`src/rtl/log_arbiter.sv`:
```
// log_arbiter: shares one debug log sink between NUM_SOURCES requesters.
// A round-robin grant pushes at most one record per cycle into a
// first-word-fall-through FIFO that drives a valid/ready stream tagged with
// the source index. enable_i steps the collector through IDLE/RUN/DRAIN.
module log_arbiter #(
  parameter int NUM_SOURCES    = 4,
  parameter int DATA_WIDTH     = 32,
  parameter int FIFO_DEPTH     = 8,
  parameter int LOSSY          = 0,
  parameter int DROP_CNT_WIDTH = 16
) (
  input  logic                              clk_i,
  input  logic                              reset_i,
  input  logic                              enable_i,
  input  logic [NUM_SOURCES-1:0]            src_valid_i,
  input  logic [NUM_SOURCES*DATA_WIDTH-1:0] src_data_i,
  output logic [NUM_SOURCES-1:0]            src_ready_o,
  output logic                              log_valid_o,
  output logic [DATA_WIDTH-1:0]             log_data_o,
  output logic [$clog2(NUM_SOURCES)-1:0]    log_src_o,
  input  logic                              log_ready_i,
  output logic [DROP_CNT_WIDTH-1:0]         drop_count_o,
  output logic [$clog2(FIFO_DEPTH):0]       fifo_level_o,
  output logic                              active_o
);

  localparam int SRC_W  = $clog2(NUM_SOURCES);
  localparam int ADDR_W = $clog2(FIFO_DEPTH);
  localparam int LVL_W  = ADDR_W + 1;

  typedef enum logic [1:0] {IDLE, RUN, DRAIN} state_t;

  typedef struct packed {
    logic [SRC_W-1:0]      src;
    logic [DATA_WIDTH-1:0] data;
  } rec_t;

  state_t                    state, state_next;
  rec_t                      mem [FIFO_DEPTH];
  rec_t                      head_q;
  rec_t                      push_rec;
  logic [ADDR_W-1:0]         wr_ptr, rd_ptr, rd_ptr_next;
  logic [LVL_W-1:0]          level, level_next;
  logic [SRC_W-1:0]          rr_ptr;
  logic [DROP_CNT_WIDTH-1:0] drop_cnt;
  logic [NUM_SOURCES-1:0]    valid_rot;
  logic                      grant_valid;
  logic [SRC_W:0]            grant_off, grant_sum;
  logic [SRC_W-1:0]          grant_idx;
  logic                      full, push, pop, drop;

  assign full        = (level == LVL_W'(FIFO_DEPTH));
  assign pop         = (level != '0) && log_ready_i;
  assign rd_ptr_next = pop ? rd_ptr + ADDR_W'(1) : rd_ptr;

  // Rotate the requests so bit 0 is the source the pointer favours.
  assign valid_rot = NUM_SOURCES'({src_valid_i, src_valid_i} >> rr_ptr);

  // Cyclic priority search: lowest rotated offset wins, mapped back to an index.
  // NOTE: every always_comb output gets a default first so no latch is inferred.
  always_comb begin
    grant_valid = 1'b0;
    grant_off   = '0;
    for (int i = NUM_SOURCES - 1; i >= 0; i--) begin
      if (valid_rot[i]) begin
        grant_valid = 1'b1;
        grant_off   = (SRC_W+1)'(i);
      end
    end
    grant_sum = {1'b0, rr_ptr} + grant_off;
    if (grant_sum >= (SRC_W+1)'(NUM_SOURCES)) begin
      grant_sum = grant_sum - (SRC_W+1)'(NUM_SOURCES);
    end
    grant_idx = grant_sum[SRC_W-1:0];
  end

  // Select the granted source's record for the FIFO write port.
  always_comb begin
    push_rec     = '0;
    push_rec.src = grant_idx;
    for (int i = 0; i < NUM_SOURCES; i++) begin
      if (SRC_W'(i) == grant_idx) begin
        push_rec.data = src_data_i[i*DATA_WIDTH +: DATA_WIDTH];
      end
    end
  end

  // Next state, source handshake and push/drop decisions.
  always_comb begin
    state_next  = state;
    src_ready_o = '0;
    push        = 1'b0;
    drop        = 1'b0;
    case (state)
      IDLE: begin
        src_ready_o = '1;
        if (enable_i) state_next = RUN;
      end
      RUN: begin
        if (!full) begin
          push = grant_valid;
          for (int i = 0; i < NUM_SOURCES; i++) begin
            src_ready_o[i] = grant_valid && (SRC_W'(i) == grant_idx);
          end
        end else if (LOSSY != 0) begin
          src_ready_o = '1;
          drop        = |src_valid_i;
        end
        if (!enable_i) state_next = DRAIN;
      end
      DRAIN: begin
        src_ready_o = '1;
        if (level == '0) state_next = IDLE;
      end
      default: state_next = IDLE;
    endcase
  end

  // Occupancy after this edge; push and pop together leave it unchanged.
  always_comb begin
    level_next = level;
    case ({push, pop})
      2'b10:   level_next = level + LVL_W'(1);
      2'b01:   level_next = level - LVL_W'(1);
      default: level_next = level;
    endcase
  end

  // State register.
  // NOTE: sequential state uses non-blocking assignments so every flop samples pre-edge values.
  always_ff @(posedge clk_i or posedge reset_i) begin
    if (reset_i) state <= IDLE;
    else         state <= state_next;
  end

  // FIFO storage.
  // NOTE: the array has no reset; level and pointers alone say which entries are live.
  always_ff @(posedge clk_i) begin
    if (push) mem[wr_ptr] <= push_rec;
  end

  // FIFO pointers and level.
  always_ff @(posedge clk_i or posedge reset_i) begin
    if (reset_i) begin
      wr_ptr <= '0;
      rd_ptr <= '0;
      level  <= '0;
    end else begin
      if (push) wr_ptr <= wr_ptr + ADDR_W'(1);
      rd_ptr <= rd_ptr_next;
      level  <= level_next;
    end
  end

  // Registered head: follows the new head entry, holds its value once empty.
  always_ff @(posedge clk_i or posedge reset_i) begin
    if (reset_i) begin
      head_q <= '0;
    end else if (level_next != '0) begin
      head_q <= (push && (rd_ptr_next == wr_ptr)) ? push_rec : mem[rd_ptr_next];
    end
  end

  // Round-robin pointer moves just past the source that was granted.
  always_ff @(posedge clk_i or posedge reset_i) begin
    if (reset_i) begin
      rr_ptr <= '0;
    end else if (push) begin
      rr_ptr <= (grant_idx == SRC_W'(NUM_SOURCES - 1)) ? '0 : grant_idx + SRC_W'(1);
    end
  end

  // Saturating drop counter, cleared when a new logging session starts.
  always_ff @(posedge clk_i or posedge reset_i) begin
    if (reset_i) begin
      drop_cnt <= '0;
    end else if (state == IDLE && enable_i) begin
      drop_cnt <= '0;
    end else if (drop && drop_cnt != '1) begin
      drop_cnt <= drop_cnt + DROP_CNT_WIDTH'(1);
    end
  end

  assign log_valid_o  = (level != '0);
  assign log_data_o   = head_q.data;
  assign log_src_o    = head_q.src;
  assign drop_count_o = drop_cnt;
  assign fifo_level_o = level;
  assign active_o     = (state == RUN);

endmodule

```
`config.mk`:
```
export PLATFORM = sky130hd
export DESIGN_NAME = log_arbiter
export DESIGN_NICKNAME = d
export VERILOG_FILES = /design/src/rtl/log_arbiter.sv
export SDC_FILE = /design/constraint.sdc
export NUM_CORES = 1
export LEC_CHECK = 0
export CAP_MARGIN = 15
export CORE_MARGIN = 5
export CORE_UTILIZATION = 51
export CTS_CLUSTER_SIZE = 14
export DETAILED_ROUTE_END_ITERATION = 10
export PLACE_DENSITY = 0.85
export REMOVE_ABC_BUFFERS = 1
export SLEW_MARGIN = 20
export SYNTH_ARGS = -nofsm -noshare
export SYNTH_HDL_FRONTEND = slang
export SYNTH_SLANG_ARGS = --single-unit
```
`constraint.sdc`:
```
create_clock -name clk_i -period 5.2 [get_ports clk_i]
set_clock_uncertainty 0.2 [all_clocks]
set_input_delay 1.3 -clock clk_i [delete_from_list [all_inputs] [get_ports clk_i]]
set_output_delay 1.3 -clock clk_i [all_outputs]
set_load 0.01 [all_outputs]
```
### After elaboration in Yosys (flattened, before gate mapping)

Memory sizes are Yosys's and may differ from the RTL's. A register that Yosys moved wholly into a read port is not among the register bits.
Cells that the tools add are included.

| operators by class | value |
|---|---|
| reduce and logical (&&, ||, !) cells | 12 |
| shifts and indexed selects | 1 |
| equality and inequality tests | 12 |
| divide/modulo/power cells | 0 |
| $add $sub $neg | 7 |
| multiplexer cells | 26 |
| bitwise logic cells | 0 |
| order comparisons | 1 |
| multiply operators | 0 |

Operators by type and width:

| kind | number |
|---|---|
| 2-to-1 mux 32 bit | 4 |
| one-hot mux 4 bit (2 select lines) | 2 |
| 2-to-1 mux 2 bit | 7 |
| 2-to-1 mux 3 bit | 3 |
| 2-to-1 mux 1 bit | 8 |
| nonzero test 4 bit | 2 |
| right shift 8 x 2 -> 4 bit | 1 |
| adder 3 x 1 -> 3 bit (second input constant) | 2 |
| == test 2 bit (second input constant) | 3 |
| != test 2 bit (second input constant) | 3 |
| one-hot mux 2 bit (3 select lines) | 1 |
| logical AND 1 bit | 5 |
| adder 4 x 1 -> 4 bit (second input constant) | 1 |
| == test 2 x 1 -> 1 bit (second input constant) | 2 |
| == test 2 bit (first input constant) | 2 |
| == test 4 bit (second input constant) | 1 |
| zero test 2 bit | 2 |
| zero test 4 bit | 1 |
| 2-to-1 mux 4 bit | 1 |
| subtractor 4 x 1 -> 4 bit (second input constant) | 1 |
| adder 2 x 3 -> 3 bit | 1 |
| greater-or-equal comparator 3 bit (second input constant) | 1 |
| AND reduction 3 bit | 1 |
| adder 2 x 1 -> 2 bit (second input constant) | 1 |
| 3 further kinds | 3 |

| word-level totals | value |
|---|---|
| input port bits | 136 |
| memories | 1 |
| output and inout port bits | 60 |
| flip-flop bits (word level) | 14 |
| word-level logic and storage cells | 65 |
| memory bits (writable) | 272 |
| latch bits | 0 |
| memory bits (read-only) | 0 |

Memories:

| name | words | width | rd ports | clocked after memory_dff | write ports | RTL line | RTL |
|---|---|---|---|---|---|---|---|
| mem | 8 | 34 | 1 | 1 | 1 | 39 | `rec_t mem [FIFO_DEPTH];` |

### Longest topological paths before layout

| logic depth | value |
|---|---|
| word-level depth | 13 |
| mapped depth | 21 |
| gate-level depth less buffers | 17 |

### Least setup slack after synthesis

OpenSTA, ideal clock, no wires.

| path | value |
|---|---|
| path kind | in2out |
| from | input src_valid_i[2] |
| to | output src_ready_o[1] |
| arrival time | 3912 ps |
| path slack | -212 ps |
| stages on the path | 15 |
| data required time | 3700 ps |
| path buffers | 3 |
| path through | nor2_1 nor3_1 a21oi_1 o211ai_1 ha_1 xor2_1 or3_1 and2_1 inv_1 ha_1 clkbuf_1 clkbuf_1 buf_1 nand2_1 nand2_1 |

| between the ends | value |
|---|---|
| longest elaborated chain between the ends | 12 |
| elaborated cells on any way between the ends | 17 |

Ends and longest elaborated chain:

| item | RTL line | RTL |
|---|---|---|
| start, declared | 15 | `input logic [NUM_SOURCES-1:0] src_valid_i,` |
| right shift 8 x 2 -> 4 bit * | 57 | `assign valid_rot = NUM_SOURCES'({src_valid_i, src_valid_i} >> rr_ptr);` |
| 2-to-1 mux 2 bit (2 in a row) | 65 | `if (valid_rot[i]) begin` |
| 2-to-1 mux 3 bit | 65 |  |
| 2-to-1 mux 3 bit * | 65 |  |
| adder 2 x 3 -> 3 bit * | 70 | `grant_sum = {1'b0, rr_ptr} + grant_off;` |
| greater-or-equal comparator 3 bit or subtractor 2 x 1 -> 2 bit (tied branches) | 71, 72 |  |
| 2-to-1 mux 2 bit * | 71 | `if (grant_sum >= (SRC_W+1)'(NUM_SOURCES)) begin` |
| via grant_sum[1] | 48 | `logic [SRC_W:0] grant_off, grant_sum;` |
| == test 1 x 2 -> 1 bit * | 103 | `src_ready_o[i] = grant_valid && (SRC_W'(i) == grant_idx);` |
| logical AND 1 bit * | 103 |  |
| 2-to-1 mux 4 bit * | 100 | `if (!full) begin` |
| one-hot mux 4 bit (2 select lines) * | 94 | `case (state)` |
| end, declared | 17 | `output logic [NUM_SOURCES-1:0] src_ready_o,` |

The timed path passes the listed nets; every way through them passes the cells marked *.

### Final worst setup path

| path | value |
|---|---|
| from | input src_valid_i[1] |
| to | output src_ready_o[3] |

| between the ends | value |
|---|---|
| longest elaborated chain between the ends | 12 |
| elaborated cells on any way between the ends | 17 |

Ends and longest elaborated chain:

| item | RTL line |
|---|---|
| right shift 8 x 2 -> 4 bit * | 57 |
| 2-to-1 mux 2 bit (2 in a row) | 65 |
| 2-to-1 mux 3 bit | 65 |
| 2-to-1 mux 3 bit * | 65 |
| adder 2 x 3 -> 3 bit * | 70 |
| greater-or-equal comparator 3 bit or subtractor 2 x 1 -> 2 bit (tied branches) | 71, 72 |
| 2-to-1 mux 2 bit * | 71 |
| via grant_sum[1] | 48 |
| == test 2 bit * | 103 |
| logical AND 1 bit * | 103 |
| 2-to-1 mux 4 bit * | 100 |
| one-hot mux 4 bit (2 select lines) * | 94 |

Marks and branches as above.

==> impl_metrics.ini <==
[status]
outcome = finished, final reports clean

[synth]
ys_ff_latch = 320
ys_async_sr_fraction_pct = 15.00
synth_top_area_share_pct = 48.81
synthTopCellsByArea = edfxtp_1 (49%), dfrtp_1 (7.2%), mux4_2 (5.5%)
yosysSeqAreaShare_pct = 55.99
synth.avg_cell_area_um2 = 11.80
synth_area_um2 = 16730
post-synth-top-area-cell = edfxtp_1
netlist_instances = 1418
synth_edf_count = 272
yosys.cell_types.count = 56
ys_warn_count = 0
synthFlopType = edfxtp_1

[clock_network]
root_buffer = clkbuf_16
cts_tree = done
clock_latency_ps = 560
cts.path.max_buffers = 3
cts_sinks = 320
hold_buffers = 0
htree_levels = 1
cts_buffers = 30
path_clk_slew_ps = 60

[critical_path]
crit_path_start_kind = primary input
required_ps = 3700
critPathArrivalTime_ps = 3530
rrSetupSlack_ps = 1130
cp_max_fo = 4
worst-setup-path-type = in2out
cp-end-kind = primary output

[pwr]
seq_power_share_pct = 30.9
p_switching_mw = 6.378
ir_drop_mv = 0.7415
swShare_pct = 41.74
combPwrFrac_pct = 54.7
p_per_area_nw_per_um2 = 751.8
leakage_nw = 6.951
clkPwrFrac_pct = 14.4
p_int_mw = 8.903
finalPower_mw = 15.28

[global_routing]
grt.total_usage_pct = 26.52
grt_pass1_wl_mm = 76.67
overflow = 0
grt_pass1_vias = 14340
grt_max_degree = 121
antenna_found_initial = 0

[timing]
finalWorstSetupSlack_ps = 167.1
whs_ps = 271.8
slew_headroom_pct = 25.67
slew_viol_final = 0
rsz0062_at_grt = false
fin_crit_sh_pct = 96.79
period_needed_ps = 5033
worstMarginPinSlew_ps = 1113
hold_viol = 0
setup_viol = 0
fmax_mhz = 198.7

[finish]
areaGrowthSynthToFinish_pct = 21.47
drive_gt1_share_pct = 13.75
fill_cells = 2329
nets = 1729
finish.utilization_pct = 62.63
n_antenna_cell = 0

[hold_path]
hp-class = reg2reg

[route]
drtPass1Iterations = 6
routed_wl_mm = 49.49
routedWlPerCell_um = 24.15
postRouteAntennaNets = 0
drc_errors = 0
drt-vias-per-instance = 6.744
routed-via-count = 13818
drt_iter0_markers = 1635

[placed_design]
port_buffers = 179
gp_congestion = 0.8867
post-place-ws_ps = -563.7
dp_hpwl_mm = 29.86

[floorplan]
die-area_um2 = 36530
rows = 66
core_um2 = 32450
pin_count = 196
die_width_um = 191.1
initial_core_util_pct = 51.56
die_h_um = 191.1

[job]
drv_cap = 0
## timing repair
item,CTS,global route
setup buffers,1,1
resized for setup,17,9
pin swaps,1,2
cloned,0,0
setup endpoints to repair,4,4
## worst max-delay path: stages
cell and delay, ps:
dlygate4sd2_1 280, nor2_2 110, nor4_1 60, a21oi_1 140, o211ai_1 110, ha_1 200, xor2_1 150, or3_4 400
and2_4 180, buf_4 130, ha_2 180, nand2_1 70, nand2_1 80, clkbuf_2 140
## worst paths after layout
path,endpoint,from,cells past startpoint
hold / removal,state[0]$_DFFE_PP0P_,state[1]$_DFFE_PP0P_,1
hold reg to reg,state[0]$_DFFE_PP0P_,state[1]$_DFFE_PP0P_,1
setup reg to reg,log_data_o[12]$_DFFE_PP0P_,rr_ptr[0]$_DFFE_PP0P_,17
setup / recovery,src_ready_o[3],src_valid_i[1],14
max in group asynchronous,log_data_o[0]$_DFFE_PP0P_,reset_i,3
min in group asynchronous,wr_ptr[0]$_DFFE_PP0P_,reset_i,2
## area by class of cell
class / instances / area, um^2 / share of cell area (%)
clock buffers: 43 / 830.8 / 4.087
clock inverters: 13 / 146.4 / 0.7202
inverters: 10 / 37.54 / 0.1847
multi-input cells: 947 / 6773 / 33.32
flip-flops and latches: 320 / 9373 / 46.11
well taps: 442 / 553.0 / 2.721
repair buffers: 274 / 2613 / 12.85
## kinds of logic after synthesis
| group | Yosys count | synth area share (%) |
|---|---|---|
| AO/OA/AOI/OAI | 502 | 21.02 |
| XOR/XNOR | 12 | 0.7178 |
| adder cells (fa/ha/maj) | 10 | 0.7477 |
| buffers and inverters | 166 | 4.516 |
| flip-flops | 320 | 55.99 |
| multiplexers | 79 | 7.799 |
| other | 1 | 0.02241 |
| AND/OR/NAND/NOR | 328 | 9.190 |
## power by group through the flow
stage,combinational (mW),clock [mW],sequential [mW]
after global routing,9.03,2.32,4.77
final,8.36,2.20,4.71
after global placement,7.82,0,4.70
after CTS,8.26,2.20,4.70
after floorplan,4.74,0,4.90
after detailed placement,8.17,0,4.75
## per-stage QoR
step	area, um^2	cells	TNS [ps]
final	20330	2049	0
after global routing	20330	2049	0
after CTS	20330	2048	0
after detailed placement	19340	1991	-36630
after global placement	19340	1991	-2224
after floorplan	16070	1277	-105240
## Yosys cell counts (17+ instances only)
library cell and number:
a211oi_1 62, nor3_1 36, clkbuf_1 89, buf_4 19
nor2_1 48, edfxtp_1 272, nand3b_1 36, nand2_1 159
a21o_1 17, buf_2 31, a221oi_1 31, nand4_1 17
a221o_1 32, o211ai_1 19, o2bb2ai_1 17, a21oi_1 164
mux4_2 41, mux2i_1 37, o21ai_0 53, dfrtp_1 48
## routing by layer
| metal | vias up | global-route usage, % | routed length, um |
|---|---|---|---|
| li1 | 5920 | - | - |
| met1 | 6618 | 33.59 | 17920 |
| met2 | 1063 | 43.89 | 23670 |
| met3 | 217 | 5.369 | 5683 |
| met4 | 0 | 12.85 | 2215 |
| met5 | - | 0 | 0 |
## sequential cells by signal (all words and copies together), names as in the netlist
signal	flops
mem	272
log_data_o	32
fifo_level_o	4
rd_ptr	3
wr_ptr	3
log_src_o	2
rr_ptr	2
state	2
## placed cells by master (no fill, tap or decap), drive strengths merged, types with 36 or more instances in the layout
cell type,synthesis,routed
o21ai,53,53
nor2,48,48
buf,67,95
dfrtp,48,48
a211oi,62,62
nand3b,36,36
nand2,159,159
mux4,41,41
edfxtp,272,272
clkbuf,89,47
mux2i,37,37
a21oi,164,164
nor3,36,36
clkdlybuf4s50,0,171
Power figures use the tool's default switching activity.
